## config.mk

```make
export PLATFORM = sky130hd
export DESIGN_NAME = rdload_ctrl_flat
export DESIGN_NICKNAME = d
export VERILOG_FILES = /design/src/rtl/rdload_pkg.sv /design/src/rtl/rdload_if.sv /design/src/rtl/rdsel_ext.sv /design/src/rtl/rdload_ctrl.sv /design/src/flat_wrapper.sv
export SDC_FILE = /design/constraint.sdc
export NUM_CORES = 1
export LEC_CHECK = 0
export ABC_AREA = 1
export CAP_MARGIN = 5
export CELL_PAD_IN_SITES_DETAIL_PLACEMENT = 1
export CELL_PAD_IN_SITES_GLOBAL_PLACEMENT = 2
export CORE_ASPECT_RATIO = 0.5
export CORE_MARGIN = 1
export CORE_UTILIZATION = 24
export CTS_BUF_LIST = sky130_fd_sc_hd__clkbuf_2 sky130_fd_sc_hd__clkbuf_4 sky130_fd_sc_hd__clkbuf_8
export DETAILED_ROUTE_END_ITERATION = 7
export HOLD_SLACK_MARGIN = 0.06
export PLACE_DENSITY = 0.84
export SLEW_MARGIN = 10
export SYNTH_ARGS = -nofsm -noshare
export SYNTH_HDL_FRONTEND = slang
export SYNTH_SLANG_ARGS = --single-unit
```

## constraint.sdc

```tcl
create_clock -name clk -period 2 [get_ports clk]
set_input_delay 0.3 -clock clk [delete_from_list [all_inputs] [get_ports clk]]
set_output_delay 0.3 -clock clk [all_outputs]
set_load 0.1 [all_outputs]
```

## src/rtl/rdload_pkg.sv

```systemverilog
// ---------------------------------------------------------------------------
// rdload_pkg
// Shared definitions for the load controller slice:
//   - size_e   : access-size encodings carried on req_size
//   - state_e  : controller FSM state encodings
//   - cnt_width: width of the response-timeout counter for a given TIMEOUT
//   - req_is_bad: classifies a request as misaligned or illegal
// ---------------------------------------------------------------------------
package rdload_pkg;

  // Access size as presented on req_size.
  typedef enum logic [1:0] {
    SIZE_BYTE    = 2'b00,
    SIZE_HALF    = 2'b01,
    SIZE_WORD    = 2'b10,
    SIZE_ILLEGAL = 2'b11
  } size_e;

  // Controller states; IDLE is the reset state.
  typedef enum logic [1:0] {
    ST_IDLE  = 2'b00,
    ST_ISSUE = 2'b01,
    ST_WAIT  = 2'b10,
    ST_RESP  = 2'b11
  } state_e;

  // The counter keeps counting on the final WAIT cycle, so it must be able
  // to hold TIMEOUT itself, not just TIMEOUT-1.
  function automatic int cnt_width(input int timeout);
    return $clog2(timeout + 1);
  endfunction

  // A request is rejected without touching the bus when its size is illegal
  // or its byte offset is not a multiple of the access size.
  function automatic logic req_is_bad(input size_e size, input logic [1:0] lane);
    logic bad_s;
    bad_s = 1'b1;
    case (size)
      SIZE_BYTE: bad_s = 1'b0;
      SIZE_HALF: bad_s = lane[0];
      SIZE_WORD: bad_s = (lane != 2'b00);
      default:   bad_s = 1'b1;
    endcase
    return bad_s;
  endfunction

endpackage

```

## src/rtl/rdload_if.sv

```systemverilog
// ---------------------------------------------------------------------------
// rdload_if
// Bundles the three handshakes of the load controller:
//   req_*     : load request from the core (valid/ready, addr, size, signed)
//   bus_rd_*  : read command to the bus (valid/ready, word-aligned addr)
//   bus_rsp_* : read data from the bus (valid only, no back-pressure)
//   rsp_*     : load result to the core (valid/ready, data, err)
// Modports:
//   slave  : the controller view
//   master : the environment view (core plus bus model)
// ---------------------------------------------------------------------------
interface rdload_if;

  logic        req_valid;
  logic        req_ready;
  logic [31:0] req_addr;
  logic [1:0]  req_size;
  logic        req_signed;

  logic        bus_rd_valid;
  logic        bus_rd_ready;
  logic [31:0] bus_rd_addr;
  logic        bus_rsp_valid;
  logic [31:0] bus_rsp_data;

  logic        rsp_valid;
  logic        rsp_ready;
  logic [31:0] rsp_data;
  logic        rsp_err;

  modport slave (
    input  req_valid, req_addr, req_size, req_signed,
    output req_ready,
    output bus_rd_valid, bus_rd_addr,
    input  bus_rd_ready, bus_rsp_valid, bus_rsp_data,
    output rsp_valid, rsp_data, rsp_err,
    input  rsp_ready
  );

  modport master (
    output req_valid, req_addr, req_size, req_signed,
    input  req_ready,
    input  bus_rd_valid, bus_rd_addr,
    output bus_rd_ready, bus_rsp_valid, bus_rsp_data,
    input  rsp_valid, rsp_data, rsp_err,
    output rsp_ready
  );

endinterface

```

## src/rtl/rdsel_ext.sv

```systemverilog
// ---------------------------------------------------------------------------
// rdsel_ext
// Combinational lane select and extension of a 32-bit read word.
//   size      : access size (byte / half-word / word)
//   is_signed : 1 = sign-extend, 0 = zero-extend
//   lane      : byte offset addr[1:0] of the load
//   data      : raw read word from the bus
//   out       : extracted, extended result (0 for an illegal size)
// ---------------------------------------------------------------------------
module rdsel_ext
  import rdload_pkg::*;
(
  input  size_e       size,
  input  logic        is_signed,
  input  logic [1:0]  lane,
  input  logic [31:0] data,
  output logic [31:0] out
);

  logic [7:0]  byte_s;
  logic [15:0] half_s;

  // Pick the addressed byte/half-word, then extend it to the full word.
  always_comb begin
    byte_s = 8'h00;
    half_s = 16'h0000;
    out    = 32'h0000_0000;

    case (lane)
      2'b00:   byte_s = data[7:0];
      2'b01:   byte_s = data[15:8];
      2'b10:   byte_s = data[23:16];
      2'b11:   byte_s = data[31:24];
      default: byte_s = 8'h00;
    endcase

    if (lane[1]) begin
      half_s = data[31:16];
    end else begin
      half_s = data[15:0];
    end

    case (size)
      SIZE_BYTE: out = {{24{is_signed & byte_s[7]}}, byte_s};
      SIZE_HALF: out = {{16{is_signed & half_s[15]}}, half_s};
      SIZE_WORD: out = data;
      default:   out = 32'h0000_0000;
    endcase
  end

endmodule

```

## src/rtl/rdload_ctrl.sv

```systemverilog
// ---------------------------------------------------------------------------
// rdload_ctrl
// Single-outstanding load controller. Accepts a load request, rejects
// misaligned/illegal ones immediately, otherwise issues one word-aligned bus
// read, waits up to TIMEOUT cycles for the data, extracts/extends the
// addressed lane and returns the result with an error flag.
// Ports:
//   clk  : clock, all state on the rising edge
//   srst : synchronous active-high reset
//   lif  : rdload_if.slave (request, bus read, bus response, result)
// Parameters:
//   TIMEOUT : max cycles spent in WAIT for a response (1..65535)
// ---------------------------------------------------------------------------
module rdload_ctrl
  import rdload_pkg::*;
#(
  parameter int TIMEOUT = 64
) (
  input  logic     clk,
  input  logic     srst,
  rdload_if.slave  lif
);

  localparam int                CNT_W    = cnt_width(TIMEOUT);
  localparam logic [CNT_W-1:0]  CNT_LAST = CNT_W'(TIMEOUT - 1);

  state_e           state_r;
  logic [CNT_W-1:0] cnt_r;
  logic [1:0]       lane_r;
  size_e            size_r;
  logic             signed_r;
  logic [31:0]      bus_rd_addr_r;
  logic             rsp_valid_r;
  logic [31:0]      rsp_data_r;
  logic             rsp_err_r;

  size_e            req_size_s;
  logic [31:0]      ext_data_s;

  assign req_size_s = size_e'(lif.req_size);

  // Extraction always works on the latched request attributes so the
  // captured result does not depend on what the core drives during WAIT.
  rdsel_ext u_rdsel_ext (
    .size      (size_r),
    .is_signed (signed_r),
    .lane      (lane_r),
    .data      (lif.bus_rsp_data),
    .out       (ext_data_s)
  );

  // Handshake readiness comes straight from the state register.
  assign lif.req_ready    = (state_r == ST_IDLE);
  assign lif.bus_rd_valid = (state_r == ST_ISSUE);

  assign lif.bus_rd_addr  = bus_rd_addr_r;
  assign lif.rsp_valid    = rsp_valid_r;
  assign lif.rsp_data     = rsp_data_r;
  assign lif.rsp_err      = rsp_err_r;

  // Controller FSM together with every registered output it owns.
  always_ff @(posedge clk) begin
    if (srst) begin
      state_r       <= ST_IDLE;
      cnt_r         <= '0;
      lane_r        <= 2'b00;
      size_r        <= SIZE_BYTE;
      signed_r      <= 1'b0;
      bus_rd_addr_r <= 32'h0000_0000;
      rsp_valid_r   <= 1'b0;
      rsp_data_r    <= 32'h0000_0000;
      rsp_err_r     <= 1'b0;
    end else begin
      case (state_r)
        ST_IDLE: begin
          if (lif.req_valid) begin
            lane_r        <= lif.req_addr[1:0];
            size_r        <= req_size_s;
            signed_r      <= lif.req_signed;
            bus_rd_addr_r <= {lif.req_addr[31:2], 2'b00};
            if (req_is_bad(req_size_s, lif.req_addr[1:0])) begin
              // Rejected requests never reach the bus.
              state_r     <= ST_RESP;
              rsp_valid_r <= 1'b1;
              rsp_err_r   <= 1'b1;
              rsp_data_r  <= 32'h0000_0000;
            end else begin
              state_r     <= ST_ISSUE;
            end
          end else begin
            state_r <= ST_IDLE;
          end
        end

        ST_ISSUE: begin
          if (lif.bus_rd_ready) begin
            state_r <= ST_WAIT;
            cnt_r   <= '0;
          end else begin
            state_r <= ST_ISSUE;
          end
        end

        ST_WAIT: begin
          cnt_r <= cnt_r + {{(CNT_W-1){1'b0}}, 1'b1};
          // Response is tested first so it wins over a coincident timeout.
          if (lif.bus_rsp_valid) begin
            state_r     <= ST_RESP;
            rsp_valid_r <= 1'b1;
            rsp_err_r   <= 1'b0;
            rsp_data_r  <= ext_data_s;
          end else if (cnt_r == CNT_LAST) begin
            state_r     <= ST_RESP;
            rsp_valid_r <= 1'b1;
            rsp_err_r   <= 1'b1;
            rsp_data_r  <= 32'h0000_0000;
          end else begin
            state_r <= ST_WAIT;
          end
        end

        ST_RESP: begin
          if (lif.rsp_ready) begin
            state_r     <= ST_IDLE;
            rsp_valid_r <= 1'b0;
          end else begin
            state_r <= ST_RESP;
          end
        end

        default: begin
          state_r     <= ST_IDLE;
          rsp_valid_r <= 1'b0;
        end
      endcase
    end
  end

endmodule

```

## src/flat_wrapper.sv

```systemverilog
// flat-port wrapper written by rule: the top's interface ports become plain ports
module rdload_ctrl_flat import rdload_pkg::*;
#(
  parameter int TIMEOUT = 64
)
  (clk, srst, lif_req_valid, lif_req_addr, lif_req_size, lif_req_signed, lif_req_ready, lif_bus_rd_valid, lif_bus_rd_addr, lif_bus_rd_ready, lif_bus_rsp_valid, lif_bus_rsp_data, lif_rsp_valid, lif_rsp_data, lif_rsp_err, lif_rsp_ready);
  rdload_if lif_i ();
  input  logic clk;
  input  logic srst;
  input wire logic [$bits(lif_i.req_valid)-1:0] lif_req_valid;
  input wire logic [$bits(lif_i.req_addr)-1:0] lif_req_addr;
  input wire logic [$bits(lif_i.req_size)-1:0] lif_req_size;
  input wire logic [$bits(lif_i.req_signed)-1:0] lif_req_signed;
  output wire logic [$bits(lif_i.req_ready)-1:0] lif_req_ready;
  output wire logic [$bits(lif_i.bus_rd_valid)-1:0] lif_bus_rd_valid;
  output wire logic [$bits(lif_i.bus_rd_addr)-1:0] lif_bus_rd_addr;
  input wire logic [$bits(lif_i.bus_rd_ready)-1:0] lif_bus_rd_ready;
  input wire logic [$bits(lif_i.bus_rsp_valid)-1:0] lif_bus_rsp_valid;
  input wire logic [$bits(lif_i.bus_rsp_data)-1:0] lif_bus_rsp_data;
  output wire logic [$bits(lif_i.rsp_valid)-1:0] lif_rsp_valid;
  output wire logic [$bits(lif_i.rsp_data)-1:0] lif_rsp_data;
  output wire logic [$bits(lif_i.rsp_err)-1:0] lif_rsp_err;
  input wire logic [$bits(lif_i.rsp_ready)-1:0] lif_rsp_ready;
  assign lif_i.req_valid = lif_req_valid;
  assign lif_i.req_addr = lif_req_addr;
  assign lif_i.req_size = lif_req_size;
  assign lif_i.req_signed = lif_req_signed;
  assign lif_req_ready = lif_i.req_ready;
  assign lif_bus_rd_valid = lif_i.bus_rd_valid;
  assign lif_bus_rd_addr = lif_i.bus_rd_addr;
  assign lif_i.bus_rd_ready = lif_bus_rd_ready;
  assign lif_i.bus_rsp_valid = lif_bus_rsp_valid;
  assign lif_i.bus_rsp_data = lif_bus_rsp_data;
  assign lif_rsp_valid = lif_i.rsp_valid;
  assign lif_rsp_data = lif_i.rsp_data;
  assign lif_rsp_err = lif_i.rsp_err;
  assign lif_i.rsp_ready = lif_rsp_ready;
  rdload_ctrl #(.TIMEOUT(TIMEOUT)) u_core (.clk(clk), .srst(srst), .lif(lif_i));
endmodule
```

==> Yosys cells after proc, flatten, opt, wreduce, memory -nomap -nowiden <==
Index checks and enable logic that the tools add are counted.
{ "totals": {"register_bits": 78, "latchBits": 0, "ram_bits": 0, "rom_bits": 0, "in_bits": 73, "output_inout_bits": 68, "elab_cells": 69, "mem_count": 0} }
{ "op_classes": {"add_sub_neg": 1, "n_mul": 0, "div_mod_pow": 0, "magnitude_cmp": 0, "n_eq_ne": 16, "shifts": 0, "muxes": 29, "bitwise_logic": 2, "n_reduce_logical": 12} }
{ "ops": {"columns": ["operator", "n"], "rows": [
  ["2-to-1 mux 32 bit", 4],
  ["one-hot mux 32 bit (3 select lines)", 1],
  ["one-hot mux 32 bit (2 select lines)", 1],
  ["one-hot mux 8 bit (4 select lines)", 1],
  ["2-to-1 mux 16 bit", 1],
  ["one-hot mux 7 bit (2 select lines)", 1],
  ["equality test 2 bit, second input constant", 6],
  ["2-to-1 mux 1 bit", 10],
  ["2-to-1 mux 2 bit", 5],
  ["equality test 2 x 1 -> 1 bit, second input constant", 4],
  ["logical NOT 2 bit", 4],
  ["one-hot mux 2 bit (4 select lines)", 1],
  ["adder 7 x 1 -> 7 bit, second input constant", 1],
  ["equality test 7 x 6 -> 1 bit, second input constant", 1],
  ["2-to-1 mux 7 bit", 1],
  ["one-hot mux 1 bit (3 select lines)", 2],
  ["nonzero test 2 bit", 3],
  ["AND reduction 5 bit", 1],
  ["!= test 2 x 1 -> 1 bit, second input constant", 2],
  ["!= test 2 bit, second input constant", 2],
  ["AND reduction 2 bit", 2],
  ["AND reduction 4 bit", 1],
  ["!= test 3 x 2 -> 1 bit, second input constant", 1],
  ["nonzero test 3 bit", 1],
  ["other kinds (2)", 3]
]} }

==> Logic depth before layout (Yosys ltp) <==
{ "depth": {"word_depth": 8, "mapped_depth": 11, "ltp_nobuf": 9} }

==> Hierarchy <==
From an unflattened synthesis, not the netlist that was laid out.
{ "unflattened": {"cells_unflattened": 620, "area_unflattened_um2": 4209.0} }
{ "by_module_without_submodules": {"columns": ["module", "instances", "cells_each", "area_per_inst_um2", "seq_area_each_um2"], "rows": [
  ["rdload_ctrl", 1, 388, 3148.0, 1561.5],
  ["rdsel_ext", 1, 232, 1061.0, 0.0]
]} }

==> Least setup slack after synthesis <==
No wires, ideal clock.
{ "synth_path": {"path_type": "register to register", "startpoint": "register u_core.state_r[0]", "endpoint": "register u_core.rsp_data_r[16] (netlist: u_core.lif.rsp_data[16])", "setup_ns": 0.071, "t_arrival_ns": 1.973, "required_time_ns": 1.929, "path_slack_ns": -0.043, "path_stages_with_launch": 9, "n_path_buf": 1, "synth_period_minus_slack_ns": 2.043, "cell_sequence": "dfxtp_1 nor2_2 inv_2 nor2_2 a21oi_2 nand2_2 buf_6 nand2_1 a21oi_2"} }
{ "synth_between": {"elab_chain_cells": 3, "word_cells_on_any_way": 8, "cone_classes": "4 x eq/ne; 1 x mux; 3 x reduce/logical"} }
{ "synth_lines": {"columns": ["element", "line", "rtl"], "rows": [
  ["from (decl)", "rdload_ctrl.sv:27", "state_e state_r;"],
  ["from (signal assigned)", "rdload_ctrl.sv:64", "state_r <= ST_IDLE;"],
  ["from (signal assigned)", "rdload_ctrl.sv:83", "state_r <= ST_RESP;"],
  ["from (signal assigned)", "rdload_ctrl.sv:88", "state_r <= ST_ISSUE;"],
  ["logical NOT 2 bit (*)", null, null],
  ["net lif_req_ready", "flat_wrapper.sv:14", "output wire logic [$bits(lif_i.req_ready)-1:0] lif_req_ready;"],
  ["!= test 2 x 1 -> 1 bit (no source line) (tied with other cells)", null, null],
  ["AND reduction 4 bit (no source line)", null, null],
  ["to (signal assigned)", "rdload_ctrl.sv:111", "rsp_data_r <= ext_data_s;"],
  ["to (decl)", "rdload_ctrl.sv:34", "logic [31:0] rsp_data_r;"]
]} }
The timed path passes the listed nets; every way through them passes the cells marked *.
A chain may end at the register's enable or synchronous reset.

==> Worst setup path after layout <==
{ "layout_path": {"startpoint": "register u_core.cnt_r[0]", "endpoint": "register u_core.rsp_data_r[17] (netlist: u_core.lif.rsp_data[17])"} }
{ "layout_between": {"elab_chain_cells": 3} }
{ "layout_lines": {"columns": ["element", "line", "rtl"], "rows": [
  ["from (decl)", "rdload_ctrl.sv:28", "logic [CNT_W-1:0] cnt_r;"],
  ["from (signal assigned)", "rdload_ctrl.sv:105", "cnt_r <= cnt_r + {{(CNT_W-1){1'b0}}, 1'b1};"],
  ["equality test 7 x 6 -> 1 bit", "rdload_ctrl.sv:112", "end else if (cnt_r == CNT_LAST) begin"],
  ["!= test 3 x 2 -> 1 bit (no source line)", null, null],
  ["AND reduction 4 bit (no source line)", null, null]
]} }
No other way between the ends.

==> metrics.cfg <==
[run_status]
outcome = complete, no violations

[cts]
clk_latency_ns = 0.37
cts_setup_buffers = 0
cts_buffer_depth = 2
clkTransAtPathRegs_ns = 0.09
cts_buffers = 9
htree_levels = 3
post_cts_resized = 0
root_buffer = clkbuf_8
clock_sinks = 78
cts_tree = done
cts_hold_buf = 0

[sta]
rsz0062_at_grt = no
min_period_ns = 1.71
finalHoldViolCount = 0
maxSlewViolCount = 0
finalCritPeriodShare_pct = 85.7
tightest_slew_ns = 0.582
max_slew_margin_pct = 61.2
fin_setup_tns_ns = 0
setup_viol = 0
max_freq_mhz = 583
hold_ws_ns = 0.469
clock_skew_ns = 0.00963

[finish]
post-route-util_pct = 34.7
diodes = 0
fin_nets = 803
area_delta_synth_final_pct = 41.2
fillers = 2047
post-route-cell-area_um2 = 5690
stdcell_count = 961
layout-drive-gt1-share_pct = 19.6

[worst_setup_path]
cp-startpoint = u_core.cnt_r[0]
end_kind = flip-flop
critical_path_arrival_ns = 1.95
worstSetupStartpointType = flip-flop
r2r_start = u_core.cnt_r[0]
worstPathMaxFanout = 34
crit_type = reg2reg
critical_path_required_ns = 2.23

[place]
place_congestion = 0.796
place_inst = 945
hpwlAfterDp_um = 9780
placed_cell_area_um2 = 5460
io_buffers = 138

[floorplanning]
die_w_um = 185
coreArea_um2 = 16400
rows = 33
start_util_pct = 24.6
die_h_um = 93.6
die_area_um2 = 17300
pin_count = 141

[logic_synthesis]
ys_ff_latch = 78
ys_types = 32
syn_inst = 600
ys.warnings.count = 0
netlist_area_um2 = 4030
yosysSeqAreaShare_pct = 38.8
avgSynthCellArea_um2 = 6.71

[detailed_routing]
drcViolationCount = 0
vias_per_cell = 4.37
wire_per_inst_um = 14.1
dr_total_vias = 4200
drt_first_pass_iters = 4
drt_iter0_markers = 133
postRouteAntennaNets = 0
routed_wl_um = 13500

[grt]
grt_overflow_total = 0
antenna_found_initial = 1
grt_pass1_vias = 4342
grt_util_all_layers_pct = 16.0
grt_pass1_wl_um = 21600
grt_start_max_net_pins = 40

[power_and_ir_drop]
power_density_nw_per_um2 = 908
leakagePower_uw = 0.00253
max-vdd-ir-drop_mv = 0.451

[job]
maxCapViolations = 0

[worst_hold_path]
min_path_type = reg2reg
hp-start = u_core.lif.rsp_err

[logic make-up after synthesis]
kind of cell,share of synthesized area (%)
AOI/OAI and AO/OA,19.0
adders and majority gates,0.311
buffers and inverters,10.7
DFF,38.8
other,0.0931
and+or+nand+nor,31.1
[worst paths after layout]
check / cells past startpoint / slack (ns) / end
max: 9 / 0.29 / u_core.lif.rsp_data[17]
min: 2 / 0.47 / u_core.lif.rsp_err
max reg2reg: 9 / 0.29 / u_core.lif.rsp_data[17]
min reg2reg: 2 / 0.47 / u_core.lif.rsp_err
[layout make-up]
class                           count  area, um2  area share (%)
Tap cell                          227        284            5.00
Clock inverter                      5       81.3            1.43
Timing Repair Buffer              149       1360            23.9
Inverter                           54        213            3.74
Sequential cell                    78       1560            27.5
Clock buffer                       11        145            2.55
Multi-Input combinational cell    437       2040            36.0
[routing by layer]
metal  part of all wire, %  track usage, %
met5                     0               0
met4                  0.64            3.10
met3                   5.8            5.37
met2                    47            27.6
met1                    47            19.3
[power breakdown]
| part | switching [uW] | internal (uW) | total [uW] |
|---|---|---|---|
| registers | 95.8 | 1680 | 1770 |
| logic | 1460 | 546 | 2000 |
| clock network | 637 | 754 | 1390 |
| total | 2190 | 2980 | 5160 |
[critical path, stage by stage, from the launching register on]
cell     delay, ns
dfxtp_1       0.41
ha_1          0.22
nand2_2       0.08
nor2_2        0.14
nand2_1       0.13
a21oi_2       0.18
nand2_2       0.08
buf_12        0.18
nand2_1       0.10
a21oi_2       0.05
[state kept, by name, indices dropped and copies added (netlist names)]
register                cells
u_core.cnt_r                7
u_core.lane_r               2
u_core.lif.bus_rd_addr     30
u_core.lif.rsp_data        32
u_core.lif.rsp_err          1
u_core.lif.rsp_valid        1
u_core.signed_r             1
u_core.size_r               2
u_core.state_r              2
[stage by stage]
stage,power [uW],setup slack (ns)
CTS,5260,0.248
global route,5450,0.0803
detailed placement,3830,0.0994
global placement,3810,0.193
floorplan,3270,0.291
finish,5160,0.285
[layout by cell type, fill, tap and decap left out, drive strengths merged, types with 11 or more instances in the layout]
cell type / n
nand2: 192
dfxtp: 78
nand3: 22
buf: 78
a21oi: 77
clkdlybuf4s50: 71
o21ai: 49
clkbuf: 11
inv: 54
nor2: 86
[Yosys cell counts (all sizes together)]
library cell / count / area [um2]
nand4: 2 / 27.5
conb: 1 / 3.75
nor2: 86 / 343
a22oi: 2 / 15.0
or2: 1 / 6.26
a31oi: 2 / 12.5
clkbuf: 7 / 26.3
inv: 53 / 209
nand3: 22 / 128
o21ai: 49 / 245
nor3: 1 / 5.00
buf: 25 / 191
a21oi: 77 / 494
ha: 1 / 12.5
clkinv: 1 / 3.75
dfxtp: 78 / 1560
nand2: 192 / 743
Power figures use the tool's default switching activity.
